## config.mk

```make
export PLATFORM = sky130hd
export DESIGN_NAME = bcd_sub_serial_flat
export DESIGN_NICKNAME = d
export VERILOG_FILES = /design/src/rtl/bcd_sub_serial_if.sv /design/src/rtl/bcd_sub_serial.sv /design/src/flat_wrapper.sv
export SDC_FILE = /design/constraint.sdc
export NUM_CORES = 1
export LEC_CHECK = 0
export ABC_AREA = 1
export BUFFER_PORTS_ARGS = -buffer_cell sky130_fd_sc_hd__buf_2
export CAP_MARGIN = 15
export CORE_ASPECT_RATIO = 1.1
export CORE_MARGIN = 10
export CORE_UTILIZATION = 40
export DETAILED_ROUTE_END_ITERATION = 7
export GPL_TIMING_DRIVEN = 0
export PLACE_DENSITY = 0.6
export REMOVE_ABC_BUFFERS = 1
export SLEW_MARGIN = 20
export SYNTH_ARGS = -nofsm -noshare
export SYNTH_HDL_FRONTEND = slang
export SYNTH_SLANG_ARGS = --single-unit
```

## constraint.sdc

```tcl
create_clock -name clk -period 3.8 [get_ports clk]
set_clock_uncertainty 0.05 [all_clocks]
set_input_delay 0.95 -clock clk [delete_from_list [all_inputs] [get_ports clk]]
set_output_delay 0.95 -clock clk [all_outputs]
set_load 0.005 [all_outputs]
```

## src/rtl/bcd_sub_serial_if.sv

```systemverilog
// Handshake and operand/result bus for the digit-serial BCD subtractor.
interface bcd_sub_serial_if #(
  parameter int DIGITS = 4
);
  logic                  start;
  logic [4*DIGITS-1:0]   a;
  logic [4*DIGITS-1:0]   b;
  logic                  busy;
  logic                  done;
  logic [4*DIGITS-1:0]   diff;
  logic                  borrow;
  logic                  err;

  modport master (
    output start, a, b,
    input  busy, done, diff, borrow, err
  );

  modport slave (
    input  start, a, b,
    output busy, done, diff, borrow, err
  );
endinterface

```

## src/rtl/bcd_sub_serial.sv

```systemverilog
// Digit-serial BCD subtractor: diff = (A - B) mod 10^DIGITS, one digit per
// clock, LSB digit first, with a borrow chain and a start/busy/done handshake.
module bcd_sub_serial #(
  parameter int DIGITS = 4
) (
  input  logic             clk,
  input  logic             rst,
  bcd_sub_serial_if.slave  bus
);
  localparam int W  = 4 * DIGITS;
  localparam int CW = (DIGITS > 1) ? $clog2(DIGITS) : 1;
  localparam logic [CW-1:0] LAST = CW'(DIGITS - 1);

  localparam logic [1:0] S_IDLE = 2'd0;
  localparam logic [1:0] S_RUN  = 2'd1;
  localparam logic [1:0] S_DONE = 2'd2;

  logic [1:0]    state;
  logic [W-1:0]  a_sh;
  logic [W-1:0]  b_sh;
  logic [W-1:0]  res_sh;
  logic [CW-1:0] cnt;
  logic          borrow_int;
  logic          err_int;

  logic [W-1:0]  diff_q;
  logic          borrow_q;
  logic          err_q;

  logic [3:0]        a_k;
  logic [3:0]        b_k;
  logic signed [4:0] t;
  logic [3:0]        dig;
  logic              borrow_nx;
  logic              err_nx;
  logic [W-1:0]      res_nx;

  // Per-digit subtract with borrow; result digit enters the result register at the MSB side
  always_comb begin
    a_k       = a_sh[3:0];
    b_k       = b_sh[3:0];
    t         = $signed({1'b0, a_k}) - $signed({1'b0, b_k}) - $signed({4'd0, borrow_int});
    borrow_nx = t[4];
    dig       = borrow_nx ? 4'(t + 5'sd10) : t[3:0];
    err_nx    = err_int | (a_k > 4'd9) | (b_k > 4'd9);
    // Shift of the concatenation keeps this valid for DIGITS=1 (no empty slice)
    res_nx    = W'({dig, res_sh} >> 4);
  end

  // Control FSM, operand shifters, borrow chain and held result registers
  always_ff @(posedge clk) begin
    if (rst) begin
      state      <= S_IDLE;
      a_sh       <= '0;
      b_sh       <= '0;
      res_sh     <= '0;
      cnt        <= '0;
      borrow_int <= 1'b0;
      err_int    <= 1'b0;
      diff_q     <= '0;
      borrow_q   <= 1'b0;
      err_q      <= 1'b0;
    end else begin
      case (state)
        S_IDLE: begin
          if (bus.start) begin
            a_sh       <= bus.a;
            b_sh       <= bus.b;
            res_sh     <= '0;
            cnt        <= '0;
            borrow_int <= 1'b0;
            err_int    <= 1'b0;
            state      <= S_RUN;
          end
        end
        S_RUN: begin
          a_sh       <= a_sh >> 4;
          b_sh       <= b_sh >> 4;
          res_sh     <= res_nx;
          borrow_int <= borrow_nx;
          err_int    <= err_nx;
          cnt        <= cnt + CW'(1);
          if (cnt == LAST) begin
            state    <= S_DONE;
            diff_q   <= err_nx ? '0 : res_nx;
            borrow_q <= borrow_nx & ~err_nx;
            err_q    <= err_nx;
          end
        end
        S_DONE: begin
          state <= S_IDLE;
        end
        default: begin
          state <= S_IDLE;
        end
      endcase
    end
  end

  assign bus.busy   = (state == S_RUN);
  assign bus.done   = (state == S_DONE);
  assign bus.diff   = diff_q;
  assign bus.borrow = borrow_q;
  assign bus.err    = err_q;
endmodule

```

## src/flat_wrapper.sv

```systemverilog
// flat-port wrapper written by rule: the top's interface ports become plain ports
module bcd_sub_serial_flat 
#(
  parameter int DIGITS = 4
)
  (clk, rst, bus_start, bus_a, bus_b, bus_busy, bus_done, bus_diff, bus_borrow, bus_err);
  bcd_sub_serial_if #(.DIGITS(DIGITS)) bus_i ();
  input  logic clk;
  input  logic rst;
  input wire logic [$bits(bus_i.start)-1:0] bus_start;
  input wire logic [$bits(bus_i.a)-1:0] bus_a;
  input wire logic [$bits(bus_i.b)-1:0] bus_b;
  output wire logic [$bits(bus_i.busy)-1:0] bus_busy;
  output wire logic [$bits(bus_i.done)-1:0] bus_done;
  output wire logic [$bits(bus_i.diff)-1:0] bus_diff;
  output wire logic [$bits(bus_i.borrow)-1:0] bus_borrow;
  output wire logic [$bits(bus_i.err)-1:0] bus_err;
  assign bus_i.start = bus_start;
  assign bus_i.a = bus_a;
  assign bus_i.b = bus_b;
  assign bus_busy = bus_i.busy;
  assign bus_done = bus_i.done;
  assign bus_diff = bus_i.diff;
  assign bus_borrow = bus_i.borrow;
  assign bus_err = bus_i.err;
  bcd_sub_serial #(.DIGITS(DIGITS)) u_core (.clk(clk), .rst(rst), .bus(bus_i));
endmodule
```

Word level (Yosys, flattened, before mapping)
Index checks and enable logic that the tools add are counted.

storage, ports and cells
  register bits = 72
  bits in latches = 0
  bits in writable memories = 0
  bits in read-only memories = 0
  bits of input ports = 35
  output and inout port bits = 20
  logic and storage cells = 46
  memories kept = 0

operators by class
  $add $sub $neg = 4
  multiply operators = 0
  divide/modulo/power cells = 0
  $lt $le $gt $ge = 2
  equality and inequality tests = 5
  shift operators = 0
  muxes and demuxes = 16
  bitwise logic cells = 4
  reductions and logical operators = 5

operators with widths
  operator                                                                  count
  16-bit case mux with 2 select lines                                       3
  16-bit two-way mux                                                        4
  4-bit greater-than comparator (second input constant)                     2
  2-bit case mux with 2 select lines                                        2
  2-bit two-way mux                                                         3
  2-bit AND reduction                                                       3
  4-bit by 4-bit subtractor with 5-bit output                               1
  5-bit by 2-bit subtractor with 5-bit output                               1
  4-bit adder (second input constant)                                       1
  2-bit equality test (second input constant)                               2
  4-bit two-way mux                                                         1
  1-bit case mux with 2 select lines                                        2
  2-bit by 1-bit adder with 2-bit output (second input constant)            1
  2-bit by 1-bit equality test with 1-bit output (second input constant)    1
  2-bit logical NOT                                                         1
  2-bit by 1-bit inequality test with 1-bit output (second input constant)  1
  2-bit inequality test (second input constant)                             1
  1-bit bitwise OR                                                          2
  2-bit nonzero test                                                        1
  1-bit AND                                                                 1
  1-bit two-way mux                                                         1
  1-bit NOT                                                                 1

Logic depth before layout (Yosys ltp)
  depth after elaboration = 5
  depth in mapped cells = 13
  mapped depth without buffers = 13

Worst setup path after synthesis
Ideal clock, no wire load.

  path kind = flip-flop to flip-flop
  from = reg u_core.borrow_int
  to = reg u_core.res_sh[15]
  setup time = 132 ps
  data arrival time = 1845 ps
  required time = 3618 ps
  path slack = 1773 ps
  cell stages (with the launch flop) = 13
  path buffers = 0
  clock period less this slack = 2027 ps
  path through = dfxtp_1 > inv_1 > fa_1 > fa_1 > nand2_1 > nand2_1 > ha_1 > inv_1 > nand3_1 > nand2_1 > nand2_1 > nand2_1 > a21oi_1

between the ends
  longest elaborated chain between the ends = 4

ends and longest elaborated chain
  element                                          line                  text
  start, declared                                  bcd_sub_serial.sv:23  logic borrow_int;
  start signal, assigned                           bcd_sub_serial.sv:80  borrow_int <= borrow_nx;
  5-bit by 2-bit subtractor with 5-bit output (*)  bcd_sub_serial.sv:42  t = $signed({1'b0, a_k}) - $signed({1'b0, b_k}) - $signed({4'd0, borrow_int});
  4-bit adder                                      bcd_sub_serial.sv:44  dig = borrow_nx ? 4'(t + 5'sd10) : t[3:0];
  4-bit two-way mux (*)                            bcd_sub_serial.sv:44
  16-bit case mux with 2 select lines (*)          bcd_sub_serial.sv:64  case (state)
  end signal, assigned                             bcd_sub_serial.sv:79  res_sh <= res_nx;
  end, declared                                    bcd_sub_serial.sv:21  logic [W-1:0] res_sh;

Mark *: on every way between the ends. The rest lies on a longest branch, timed or not.
A chain may end at the register's enable or synchronous reset.

Worst setup path in the final report
  from = in bus_start
  to = reg u_core.b_sh[5]

between the ends
  longest elaborated chain between the ends = 2

ends and longest elaborated chain
  element                                 line                  text
  start, declared                         flat_wrapper.sv:10    input wire logic [$bits(bus_i.start)-1:0] bus_start;
  2-bit inequality test (no source line)  n/a
  2-bit AND reduction (no source line)    n/a
  end signal, assigned                    bcd_sub_serial.sv:68  b_sh <= bus.b;
  end signal, assigned                    bcd_sub_serial.sv:78  b_sh <= b_sh >> 4;
  end, declared                           bcd_sub_serial.sv:20  logic [W-1:0] b_sh;

Every way passes these cells.

==> flow_summary.toml <==
[power_and_ir_drop]
vdd_drop_max_uv = 244
power_density_mw_per_mm2 = 464
static-leakage-power_nw = 1.44

[synthesis]
ys_types = 30
synth_area_sq_mm = 0.00294
synth-edff-count = 0
yosys-top-cells-area = "dfxtp_1 46%, nand2_1 16%, a21oi_1 9.4%, o21ai_0 4.3%, ha_1 3.4%"
synth.most_common_cell = "nand2_1"
async_reset_ff_frac = 0
ys_ff_latch = 68
synth_top_cells_by_count = "123 x nand2_1, 68 x dfxtp_1, 55 x a21oi_1"
synth_top_area_frac = 0.463
syn_inst = 388
synth_flop_cell = "dfxtp_1"
yosys.area.top_type = "dfxtp_1"
synth_area_per_cell_sq_um = 7.58
yosysSeqAreaShare = 0.463
yosys_warnings = 0

[sta]
finalSetupViolCount = 0
hold_viol = 0
final_max_slew_viol_count = 0
finalSetupTns_ns = 0
worst_pin_slew_ns = 0.895
clock.fmax_mhz = 382
timing.slew.headroom = 0.402
period_share = 0.689
rsz0062_at_grt = "no"
post-route-min-period_ns = 2.62

[setup_path]
path_cells = "buf_2 -> nand2_2 -> nor2_2 -> nor2_4 -> inv_2 -> nand2_1 -> o31ai_1"
critPathSlowestCell = "nor2_4"
crit_arrival_ns = 2.79
r2r_cells = 7
crit_required_ns = 3.98
endpoint_kind = "flop"
path_depth = 7
critPathBufInv = 2
crit_type = "primary input to flop"
crit_path_max_fanout = 38
max_stage_delay_ns = 0.71
cp_top_family = "simple AND/OR/NAND/NOR gates"
start_kind = "primary input"
rrSetupSlack_ns = 1.38

[placed_design]
io_buffers = 54
gp_congestion = 0.736
hpwl_mm = 4.29
placed_cell_area_sq_mm = 0.00319

[detailed_routing]
routedWlPerCell_um = 12.3
initialDrtViolationCount = 86
avgViaCountPerCell = 4.91
drt_pre_antenna_iters = 4
postRouteAntennaNets = 0
drc = 0
wl_mm = 6.40
vias = 2555

[global_route]
overflow = 0
grt_pass1_wl_mm = 11.0
antenna_found_initial = 0
groute.usage.overall = 0.121
grt_pass1_vias = 2489
grt_max_degree = 49

[clock_network]
cts_setup_buffers = 0
cts.sinks = 68
cts_tree = "done"
cts_max_level = 3
cts_buffers = 9
hold_buffers = 0
cts_buffer_depth = 2
root_buffer = "clkbuf_8"
cts_resized = 0
clk_pin_slew_ns = 0.07
clock_latency_ns = 0.34

[floorplan]
die_w_um = 102
design.core.area_sq_mm = 0.00709
die_h_um = 110
row_count = 32
boundaryPins = 55
die_area_sq_mm = 0.0112
initial_core_util = 0.415

[final_layout]
area_growth_pct = 14.5
final_area_sq_mm = 0.00337
fillCellCount = 750
antenna_cells = 0
drive_above_1_share = 0.184
final_nets = 476

[flow_run]
max_cap_violations = 0

[hold_path]
holdCritPathClass = "flop to flop"
hold_depth = 2

[outcome]
outcome = "finished, final reports clean"
## path summary, 6_finish.rpt
path	to	start
worst min register to register	u_core.a_sh[4]	u_core.a_sh[8]
worst min-delay path	u_core.a_sh[4]	u_core.a_sh[8]
worst max register to register	u_core.b_sh[5]	u_core.state[1]
worst max-delay path	u_core.b_sh[5]	bus_start
## logic make-up (layout without fill, tap and decap cells)
logic type	Yosys count	in the layout	share of synthesized area
buffers and inverters	49	96	0.0779
and+or+nand+nor	167	167	0.241
DFF	68	68	0.463
AOI/OAI and AO/OA	94	94	0.171
adders and majority gates	10	10	0.0477
## cell usage in the layout, fill, tap and decap left out, drive strengths merged
cell type	synthesis	layout
dfxtp	68	68
clkbuf	10	11
nand2	125	125
a221oi	2	2
nor2	23	23
o211ai	1	1
clkinvlp	0	2
or2	1	1
a31oi	2	2
inv	27	27
nand4	1	1
nand3b	1	1
nand3	15	15
clkinv	0	2
ha	8	8
a22oi	2	2
fa	2	2
a21oi	55	55
o22ai	1	1
buf	12	54
o21ai	26	26
nor3	1	1
o31ai	5	5
## stage by stage
step	utilization	setup WS (ns)	cells	hold WS, ns	power (W)
2_1_floorplan	-	1.52	366	0.384	0.000976
6_report	0.475	1.18	520	0.410	0.00156
4_1_cts	0.475	1.15	520	0.410	0.00158
3_5_place_dp	0.450	0.776	505	0.400	0.00105
3_3_place_gp	0.450	0.792	505	0.395	0.00105
5_1_grt	0.475	0.987	520	0.417	0.00167
## where the power goes
group / switching [W] / internal (W) / leakage [nW]
sequential: 0.0000242 / 0.000752 / 0.555
combinational: 0.000166 / 0.0000936 / 0.803
clock: 0.000261 / 0.000266 / 0.0872
## layer usage
layer | up-vias | wire length [um] | part of all wire | GRT usage
met5 | - | 0 | 0 | 0
met2 | 60 | 2840 | 0.44 | 0.191
li1 | 1353 | - | - | -
met3 | 12 | 401 | 0.063 | 0.0370
met1 | 1130 | 3050 | 0.48 | 0.146
met4 | 0 | 107 | 0.017 | 0.0593
## worst reg2reg max path: cells and delay by family (launching register included)
kind | cells | cell delay [ns]
AOI/OAI and AO/OA | 1 | 0.10
DFF | 1 | 0.45
and+or+nand+nor | 4 | 1.37
buffers and inverters | 2 | 0.34
## registers in the layout, indices dropped and copies added, names as in the netlist
register / count
u_core.borrow_int: 1
u_core.res_sh: 12
u_core.bus.diff: 16
u_core.cnt: 2
u_core.bus.err: 1
u_core.a_sh: 16
u_core.bus.borrow: 1
u_core.state: 2
u_core.b_sh: 16
u_core.err_int: 1
## cell type report
class	instances	area, sq um	area share
Sequential cell	68	1360	0.404
Multi-Input combinational cell	271	1350	0.401
Timing Repair Buffer	54	270	0.0803
Clock buffer	11	151	0.0450
Tap cell	85	106	0.0316
Inverter	27	101	0.0301
Clock inverter	4	25.0	0.00743
Power figures use the tool's default switching activity.
